$ cat src/rtl/rfft_pkg.sv
`default_nettype none
// ============================================================================
//  Module      : rfft_pkg
//  Description : Shared FSM encoding and frame-size helpers for the FFT
//                stage feeders and controllers.
//  Revision    : 1.0  initial release
// ============================================================================
package rfft_pkg;

    typedef enum logic [0:0] {
        FILL  = 1'b0,
        DRAIN = 1'b1
    } stage_state_e;

    function automatic int frame_len(input int log2n);
        return 1 << log2n;
    endfunction

    function automatic int half_len(input int log2n);
        return (1 << log2n) >> 1;
    endfunction

endpackage
`default_nettype wire

$ cat src/rtl/pe_sample_buf.sv
`default_nettype none
// ============================================================================
//  Module      : pe_sample_buf
//  Description : 2N x WIDTH register buffer, one write port and four
//                combinational taps at k, k+N/2, N+k and N+k+N/2.
//  Revision    : 1.0  initial release
// ============================================================================
module pe_sample_buf
    import rfft_pkg::*;
#(
    parameter int WIDTH = 32,
    parameter int LOG2N = 4
) (
    input  logic             Clk,
    input  logic             we,
    input  logic [LOG2N:0]   wr_addr,
    input  logic [WIDTH-1:0] wr_data,
    input  logic [LOG2N-2:0] rd_idx,
    output logic [WIDTH-1:0] tap0,
    output logic [WIDTH-1:0] tap1,
    output logic [WIDTH-1:0] tap2,
    output logic [WIDTH-1:0] tap3
);

    localparam int c_DEPTH = 2 * frame_len(LOG2N);

    logic [WIDTH-1:0] r_mem [0:c_DEPTH-1];

    always_ff @(posedge Clk) begin
        if (we) begin
            r_mem[wr_addr] <= wr_data;
        end
    end

    // Top two address bits select frame (A/B) and half; the rest is k.
    assign tap0 = r_mem[{2'b00, rd_idx}];
    assign tap1 = r_mem[{2'b01, rd_idx}];
    assign tap2 = r_mem[{2'b10, rd_idx}];
    assign tap3 = r_mem[{2'b11, rd_idx}];

endmodule
`default_nettype wire

$ cat src/rtl/pe_input_reorder.sv
`default_nettype none
// ============================================================================
//  Module      : pe_input_reorder
//  Description : Buffers a frame pair from a serial stream and drains it as
//                N/2 four-sample beats in first-stage DIF butterfly order.
//  Revision    : 1.0  initial release
// ============================================================================
module pe_input_reorder
    import rfft_pkg::*;
#(
    parameter int WIDTH = 32,
    parameter int LOG2N = 4
) (
    input  logic             Clk,
    input  logic             Reset_n,
    input  logic [WIDTH-1:0] in_data,
    input  logic             in_valid,
    output logic             in_ready,
    input  logic             cfg_bypass_n,
    output logic [WIDTH-1:0] out0,
    output logic [WIDTH-1:0] out1,
    output logic [WIDTH-1:0] out2,
    output logic [WIDTH-1:0] out3,
    output logic [LOG2N-2:0] tf_idx,
    output logic             bypass_n_out,
    output logic             out_valid,
    output logic             out_first
);

    localparam int               c_N       = frame_len(LOG2N);
    localparam int               c_HALF    = half_len(LOG2N);
    localparam logic [LOG2N:0]   c_WR_LAST = LOG2N'(0) | (LOG2N+1)'(2 * c_N - 1);
    localparam logic [LOG2N-2:0] c_RD_LAST = (LOG2N-1)'(c_HALF - 1);

    stage_state_e     r_state;
    logic [LOG2N:0]   r_wr_cnt;
    logic [LOG2N-2:0] r_rd_cnt;

    logic             w_accept;
    logic [WIDTH-1:0] w_tap0;
    logic [WIDTH-1:0] w_tap1;
    logic [WIDTH-1:0] w_tap2;
    logic [WIDTH-1:0] w_tap3;

    assign in_ready = (r_state == FILL);
    assign w_accept = in_valid && in_ready;

    pe_sample_buf #(
        .WIDTH (WIDTH),
        .LOG2N (LOG2N)
    ) u_buf (
        .Clk     (Clk),
        .we      (w_accept),
        .wr_addr (r_wr_cnt),
        .wr_data (in_data),
        .rd_idx  (r_rd_cnt),
        .tap0    (w_tap0),
        .tap1    (w_tap1),
        .tap2    (w_tap2),
        .tap3    (w_tap3)
    );

    always_ff @(posedge Clk or negedge Reset_n) begin
        if (!Reset_n) begin
            r_state      <= FILL;
            r_wr_cnt     <= '0;
            r_rd_cnt     <= '0;
            out0         <= '0;
            out1         <= '0;
            out2         <= '0;
            out3         <= '0;
            tf_idx       <= '0;
            bypass_n_out <= 1'b1;
            out_valid    <= 1'b0;
            out_first    <= 1'b0;
        end else begin
            case (r_state)
                FILL: begin
                    out_valid <= 1'b0;
                    out_first <= 1'b0;
                    if (w_accept) begin
                        // Bypass is latched once per pair, on sample A x[0].
                        if (r_wr_cnt == '0) begin
                            bypass_n_out <= cfg_bypass_n;
                        end
                        if (r_wr_cnt == c_WR_LAST) begin
                            r_wr_cnt <= '0;
                            r_state  <= DRAIN;
                        end else begin
                            r_wr_cnt <= r_wr_cnt + 1'b1;
                        end
                    end
                end
                DRAIN: begin
                    out0      <= w_tap0;
                    out1      <= w_tap1;
                    out2      <= w_tap2;
                    out3      <= w_tap3;
                    tf_idx    <= r_rd_cnt;
                    out_valid <= 1'b1;
                    out_first <= (r_rd_cnt == '0);
                    if (r_rd_cnt == c_RD_LAST) begin
                        r_rd_cnt <= '0;
                        r_state  <= FILL;
                    end else begin
                        r_rd_cnt <= r_rd_cnt + 1'b1;
                    end
                end
                default: begin
                    r_state <= FILL;
                end
            endcase
        end
    end

endmodule
`default_nettype wire
$ cat config.mk
export PLATFORM = sky130hd
export DESIGN_NAME = pe_input_reorder
export DESIGN_NICKNAME = d
export VERILOG_FILES = /design/src/rtl/rfft_pkg.sv /design/src/rtl/pe_sample_buf.sv /design/src/rtl/pe_input_reorder.sv
export SDC_FILE = /design/constraint.sdc
export NUM_CORES = 1
export LEC_CHECK = 0
export ABC_AREA = 1
export CAP_MARGIN = 20
export CORE_MARGIN = 2
export CORE_UTILIZATION = 61
export DETAILED_ROUTE_END_ITERATION = 8
export GPL_ROUTABILITY_DRIVEN = 0
export GPL_TIMING_DRIVEN = 0
export MAX_ROUTING_LAYER = met4
export PLACE_DENSITY_LB_ADDON = 0.08
export SYNTH_ARGS = -nofsm -noshare
export SYNTH_HDL_FRONTEND = slang
export SYNTH_SLANG_ARGS = --single-unit
$ cat constraint.sdc
create_clock -name Clk -period 3.3 [get_ports Clk]
set_input_delay 0.99 -clock Clk [delete_from_list [all_inputs] [get_ports Clk]]
set_output_delay 0.99 -clock Clk [all_outputs]
set_load 0.1 [all_outputs]
# Word level (Yosys, flattened, before mapping)
# Memories as Yosys holds them, arrays and structs flattened. A register that Yosys moved wholly into a read port is not among the register bits.
# Cells that the tools add are included.
[totals]
out_inout_bits = 135
n_memories = 1
ramBits = 1024
input_bits = 36
wordCells = 32
reg_bits = 15
[mem_list]
columns = ["memory", "depth", "width", "read_ports", "rd_ports_with_merged_regs", "wr", "line", "source"]
rows = [
  ["u_buf.r_mem", 32, 32, 4, 4, 1, "pe_sample_buf.sv:27", "logic [WIDTH-1:0] r_mem [0:c_DEPTH-1];"],
]
[op_classes]
bitwise = 1
muxes = 10
reduce_logical = 9
n_eq_ne = 2
add_sub_neg = 2
[ops]
columns = ["op", "n"]
rows = [
  ["$pmux 1 s2", 3],
  ["$add 5x1->5 const B", 1],
  ["$eq 5x5->1 const B", 1],
  ["$logic_not 5->1", 1],
  ["$mux 1", 5],
  ["$mux 5", 1],
  ["$logic_not 1->1", 4],
  ["$add 3x1->3 const B", 1],
  ["$eq 3x3->1 const B", 1],
  ["$logic_not 3->1", 1],
  ["$mux 3", 1],
  ["$reduce_and 3->1", 1],
  ["$reduce_and 2->1", 1],
  ["$logic_and 1x1->1", 1],
  ["$not 1->1", 1],
]

# Depth between registers and ports, before layout
# Gate-level depths: netlist (run 1).
[logic_depth]
ltp_word = 4
mapped_depth = 9
depth_no_buf = 7

# By module
# A second synthesis (run 1) with hierarchy kept.
[unflattened]
hier_cells = 5091
area_unflattened_um2 = 50165.6
[by_module_without_submodules]
columns = ["module", "n_inst", "cells_per_inst", "area_per_inst_um2", "seq_area_each_um2"]
rows = [
  ["pe_sample_buf", 1, 4474, 44650.3, 30749.5],
  ["pe_input_reorder", 1, 617, 5515.3, 3579.7],
]

# Worst setup path before layout (run 1)
# Ideal clock, no wire load.
[synth_timing]
path_type = "input to register"
start = "input in_valid"
end = "memory u_buf.r_mem[10][0] (enable)"
arrival_ns = 2.817
required_ns = 2.879
slack_ns = 0.061
n_path_buf = 1
setup_time_ns = 0.421
stages = 5
path_cell_list = "nand2_1 -> inv_1 -> buf_2 -> nand2_1 -> nor2_1"
[synth_via]
elab_chain_cells = 3
[synth_lines]
columns = ["element", "line", "source"]
rows = [
  ["start: declaration", "pe_input_reorder.sv:17", "input logic in_valid,"],
  ["$logic_and 1x1->1", "pe_input_reorder.sv:46", "assign w_accept = in_valid && in_ready;"],
  ["$mux 1", "pe_sample_buf.sv:30", "if (we) begin"],
  ["$mux 1 (not written as such)", "pe_sample_buf.sv:31", "r_mem[wr_addr] <= wr_data;"],
  ["end: declaration", "pe_sample_buf.sv:27", ""],
]
# No other way between the ends.

# Worst setup path in the final report (run 1)
[layout_timing]
start = "register out1[9] (read register of u_buf.r_mem)"
end = "output out1[9]"
[layout_rtl]
columns = ["element", "line", "source"]
rows = [
  ["start: declaration", "pe_input_reorder.sv:21", "output logic [WIDTH-1:0] out1,"],
]
# No word-level cell between the ends.

==> out/results.txt, run 1 <==
Status: finished, final reports clean
Sequential share of the synthesized area: 72.6%
Root buf cell: clkbuf_16
Compound-Gate Fraction of Synth Area: 0.0952%
Full die area: 79800 um^2
Starting Density: 61.4%
Mapped cell area: 47300 um^2
Vias per cell: 5.59
Number of port buffers: 170
Most frequent cell after synthesis: nand2_1
Placed cell areas: 51300 um^2
CP cell instances: clkdlybuf4s50_1
HP Class: in2async
Slew Limit Fails: 0
First-pass GRT wire length: 188000 um
Multiplexer area fraction after synthesis: 0%
Syn_nets: 4220
Highest Clock Rate: 306 MHz
Area Overhead vs Synth: 16.4%
EDFF count, synth: 1024
Die width: 282 um
Post-Synth Simple-Gate Area: 20.0%
Clk slew on worst S/H paths: 0.06 ns
XOR/XNOR Fraction of Synth Area: 0%
Yosys reg bits: 1167
WP data arrival: 2.28 ns
Synth Flop Type: edfxtp_1
Row Count: 102
Design area: 55100 um^2
Number of nets still failing antenna checks after routing: 0
Worst-Skew Late Latency: 0.67 ns
# IOs: 171
Fin worst setup slack: 0.0294 ns
Avg Cell Area, Syn: 11.3 um^2
Slowest CP cell: clkdlybuf4s50_1
Worst-Margin Slew: 1.04 ns
Crit start category: register
Maximum number of pins on one net before global-route repair: 81
Worst path max stage delay: 1.17 ns
CTS tree: built
Adder-cell area share of the yosys netlist: 0.212%
R2R setup slack: 0.32 ns
Via count: 31500
Leak: 22.6 nW
Detailed placement HPWL: 79600 um
DR pass1 iterations: 6
Nets@finish: 4547
Pre-CTS setup slack: -0.577 ns
Tcrit/Tclk final: 99.1%
# setup viols final: 0
Top delay family on crit path: buffers and inverters
Chip height: 282 um
Cell accounting for the most synthesized area: edfxtp_1
CP Capture Type: output port
Combinational family with the most area after synthesis: simple AND/OR/NAND/NOR gates
H-tree depth: 3
CP Buf/Inv Count: 1
Clock buffer depth: 3
TritonCTS Buffers: 114
Number of global-route vias before repair: 30400
Max VDD drop: 1.11 mV
Pwr Density: 932 nW/um^2
Max Cap Viol: 0
Cells after synthesis: 4176
Total routed wirelength: 129000 um
Total congestion overflow: 0
Iteration-0 DRC Markers: 3639
DRC Markers: 0
Required time of the worst setup path: 2.31 ns
FFs w/ async S/R, synth: 12.3%
Final Core Density: 71.4%
Max-slew headroom: 30.3%
Core footprint: 77100 um^2
Initial antenna violation count: 8
Final setup TNS: 0 ns
Synth area leaders: edfxtp_1 65%, nand2_1 11%, nand3_1 8.2%, dfrtp_1 7.5%, inv_1 4.1%
Synth Warn #: 0
Fin crit period: 3.27 ns
Drt wl/cell: 22.8 um
Crit Path Class: reg2out
Share of the synthesized area in the top cell type: 65.0%
Layout cells sized above 1: 10.4%
Worst clock skew: 0.0195 ns
Yosys cell types: 18
Commonest cells post-synth: 1438 x nand2_1, 1024 x edfxtp_1, 776 x nand3_1, 519 x inv_1, 142 x dfrtp_1
Final Hold Viols: 0
GRT Util Overall: 33.7%
CTS Sinks: 1167
Largest fanout on the critical path: 2
[final timing paths]
path	startpoint	to	depth (start not counted)
worst max-delay path	out1[9]	out1[9]	1
worst min-delay path	Reset_n	out3[19]	1
worst max register to register	r_state	u_buf.r_mem[5][16]	7
worst min register to register	tf_idx[0]	tf_idx[0]	2
max in group asynchronous	Reset_n	out3[31]	2
min in group Clk	tf_idx[0]	tf_idx[0]	2
[cell type report]
class / count / area [um^2]
Fill cell: 5312 / 22000
Sequential cell: 1167 / 34300
Clock buffer: 150 / 3140
Tap cell: 1040 / 1300
Multi-Input combinational cell: 2272 / 9840
Clock inverter: 65 / 606
Antenna cell: 4 / 10.0
Timing Repair Buffer: 211 / 2460
Inverter: 522 / 1960
Buffer: 215 / 1410
[flip-flops by register name (all words and copies together), names as in the netlist]
register / flops
r_rd_cnt: 3
out1: 32
tf_idx: 3
bypass_n_out: 1
out0: 32
out_first: 1
r_state: 1
out3: 32
u_buf.r_mem: 1024
r_wr_cnt: 5
out2: 32
out_valid: 1
[through the flow]
step           hold slack (ns)  total power, mW  cells
5_1_grt                  0.310             53.3   5646
6_report                 0.266             51.3   5646
3_5_place_dp             0.467             38.4   5427
2_1_floorplan            0.481             32.1   4176
4_1_cts                  0.281             51.3   5641
3_3_place_gp             0.459             37.9   5386
[routing by layer]
layer / routed length, um / share of wire [%] / global-route usage, %
met1: 49800 / 39 / 44.2
met2: 60400 / 47 / 51.2
met3: 12600 / 9.8 / 6.95
met4: 5890 / 4.6 / 15.5
met5: 0 / 0 / -
[placed cells by master, fill, tap and decap left out, drive strengths merged]
cell	count
or2	1
a21boi	2
nor2	41
o21ai	6
clkinvlp	6
dlygate4sd2	9
inv	524
clkdlybuf4s50	132
edfxtp	1024
dfstp	1
dfrtp	142
nand3	776
clkinv	46
buf	261
nand2	1438
clkbuf	173
diode	4
ha	8
bufinv	11
dlymetal6s2s	1
[where the power goes]
group / switching, mW / internal [mW]
Clock: 5.50 / 7.54
Combinational: 14.9 / 4.93
Sequential: 0.820 / 17.6
[logic make-up (layout without fill, tap and decap cells)]
kind of cell / Yosys count / in the layout
AND/OR/NAND/NOR: 2255 / 2256
flip-flops: 1167 / 1167
buffers and inverters: 738 / 1163
adder cells (fa/ha/maj): 8 / 8
AO/OA/AOI/OAI: 8 / 8
other: 0 / 4
[repair_timing]
action	CTS	global route
endpoints found under the hold margin	0	0
endpoints found under the setup margin	10	33
resized for setup	15	2
hold buffers	0	0
cloned	0	1
setup buffers	0	0
Power figures use the tool's default switching activity.
==> inputs of run 2 (changes only) <==
- CTS_BUF_LIST: not set -> sky130_fd_sc_hd__clkbuf_16
==> run 2 against run 1 <==
  * Die area did not move
  * Core utilization is 0.11 points lower
  * Power is 0.54% lower
  * Largest power group unchanged
  * Hold slack worse by 0.0017 ns
  * Final cell count is essentially flat
  * Critical path depth unchanged
  * Critical endpoint is now out2[25]
  * Critical path type unchanged
==> out/results.txt, run 2 (synthesis gave the netlist of run 1 again) <==
CP cell instances: clkdlybuf4s50_1
Chip height: 282 um (unchanged)
Worst clock skew: 0.0227 ns (+0.00314 ns)
Most flop-heavy register: u_buf.r_mem
Worst path max stage delay: 1.18 ns (about the same)
DR pass1 iterations: 6 (unchanged)
Core footprint: 77100 um^2 (unchanged)
Initial antenna violation count: 8 (unchanged)
Root buf cell: clkbuf_16
Top delay family on crit path: buffers and inverters
Final Hold Viols: 0 (unchanged)
Total routed wirelength: 128000 um (-0.21%)
WP data arrival: 2.29 ns (about the same)
CP Buf/Inv Count: 1 (unchanged)
Vias per cell: 5.57 (-0.38%)
Drt wl/cell: 22.7 um (-0.24%)
Post-CTS Setup Inserts: 0 (unchanged)
Max-slew headroom: 31.3% (+1.1 points)
H-tree depth: 3 (unchanged)
Design area: 55000 um^2 (-0.15%)
Slew Limit Fails: 0 (unchanged)
GRT Util Overall: 33.7% (about the same)
Post-cts hold buffer count: 0 (unchanged)
Worst R2R Path Depth: 7 (unchanged)
DRC Markers: 0 (unchanged)
Clk slew on worst S/H paths: 0.06 ns (about the same)
Worst-Skew Late Latency: 0.69 ns (+0.02 ns)
Commonest non-fill, non-tap cell in the layout: nand2_1
Layout cells sized above 1: 10.2% (-0.20 points)
Number of port buffers: 170 (unchanged)
Starting Density: 61.4% (unchanged)
Tcrit/Tclk final: 99.3% (+0.18 points)
# setup viols final: 0 (unchanged)
Number of nets still failing antenna checks after routing: 0 (unchanged)
HP Class: in2async
R2R setup slack: 0.33 ns (about the same)
Number of global-route vias before repair: 30400 (+0.023%)
Commonest non-fill, non-tap cells in the layout: 1438 x nand2_1, 1024 x edfxtp_1, 776 x nand3_1
Largest register FFs: 1024 (unchanged)
First-pass GRT wire length: 188000 um (about the same)
Iteration-0 DRC Markers: 3621 (-0.49%)
Max VDD drop: 1.11 mV (about the same)
CTS tree: built
# IOs: 171 (unchanged)
Detailed placement HPWL: 79600 um (unchanged)
Placed cell areas: 51300 um^2 (unchanged)
Crit start category: register
Worst-Margin Slew: 1.03 ns (-0.0161 ns)
Highest Clock Rate: 305 MHz (-0.18%)
Worst R2R End: u_buf.r_mem[5][2]
Max Cap Viol: 0 (unchanged)
Area Overhead vs Synth: 16.2%
DP Cell Count: 5427 (unchanged)
Required time of the worst setup path: 2.31 ns (about the same)
Via count: 31400 (-0.35%)
Crit Path Class: reg2out
Die width: 282 um (unchanged)
Clock buffer depth: 3 (unchanged)
Row Count: 102 (unchanged)
CTS Sinks: 1167 (unchanged)
Total congestion overflow: 0 (unchanged)
Largest fanout on the critical path: 2 (unchanged)
TritonCTS Buffers: 114 (unchanged)
Pwr Density: 928 nW/um^2 (-0.39%)
Full die area: 79800 um^2 (unchanged)
Slowest CP cell: clkdlybuf4s50_1
CP Capture Type: output port
Leak: 22.7 nW (+0.22%)
Maximum number of pins on one net before global-route repair: 81 (unchanged)
Layout Cells excl Fill: 5648 (+0.035%)
Fin crit period: 3.28 ns (+0.00588 ns)
Status: finished, final reports clean
Hold Slack: 0.264 ns (-0.00171 ns)
Worst r2r src: r_state
Nets@finish: 4547 (unchanged)
==> run 2: worst max path at each step <==
stage,slack (ns),from,to,cells past startpoint
floorplan,0.06,in_valid,u_buf.r_mem[10][0],5
finish,0.02,out2[25],out2[25],1
CTS,0.002,out3[10],out3[10],1
global route,-0.009,in_valid,u_buf.r_mem[5][16],7
global placement,-6.10,Reset_n,out1[18],1
detailed placement,-0.58,in_valid,u_buf.r_mem[25][19],6
==> run 2: layer usage <==
metal / track usage [%] / vias to the layer above / wire length, um
li1: - / 14500 / -
met1: 44.2 / 15000 / 49100
met2: 51.2 / 1637 / 60500
met3: 6.83 / 296 / 13000
met4: 15.5 / 0 / 5850
met5: - / - / 0
==> run 2: what timing repair did <==
item / CTS / global route
endpoints found under the setup margin: 10 / 33
gates resized for setup: 15 / 2
cloned: 0 / 1
pin swaps: 0 / 1
==> run 2: metrics by stage <==
step	util, %	power (mW)	setup TNS (ns)	setup WS [ns]
2_1_floorplan	-	32.1	0	0.0615
3_3_place_gp	65.3	37.9	-2745.16	-6.10
3_5_place_dp	66.6	38.4	-203.90	-0.577
4_1_cts	71.3	51.0	0	0.00225
5_1_grt	71.3	53.0	-0.0388	-0.00878
6_report	71.3	51.0	0	0.0235
==> run 2: layout make-up <==
| type | count | area (um^2) |
|---|---|---|
| Timing Repair Buffer | 211 | 2460 |
| Clock buffer | 117 | 2930 |
| Multi-Input combinational cell | 2272 | 9840 |
| Clock inverter | 98 | 729 |
| Antenna cell | 6 | 15.0 |
| Buffer | 215 | 1410 |
| Fill cell | 5324 | 22100 |
| Tap cell | 1040 | 1300 |
| Inverter | 522 | 1960 |
| Sequential cell | 1167 | 34300 |
==> run 2: power by group <==
| group | switching (mW) | internal [mW] | total, mW |
|---|---|---|---|
| combinational | 14.9 | 4.93 | 19.8 |
| sequential | 0.823 | 17.6 | 18.5 |
| clock | 5.51 | 7.25 | 12.8 |
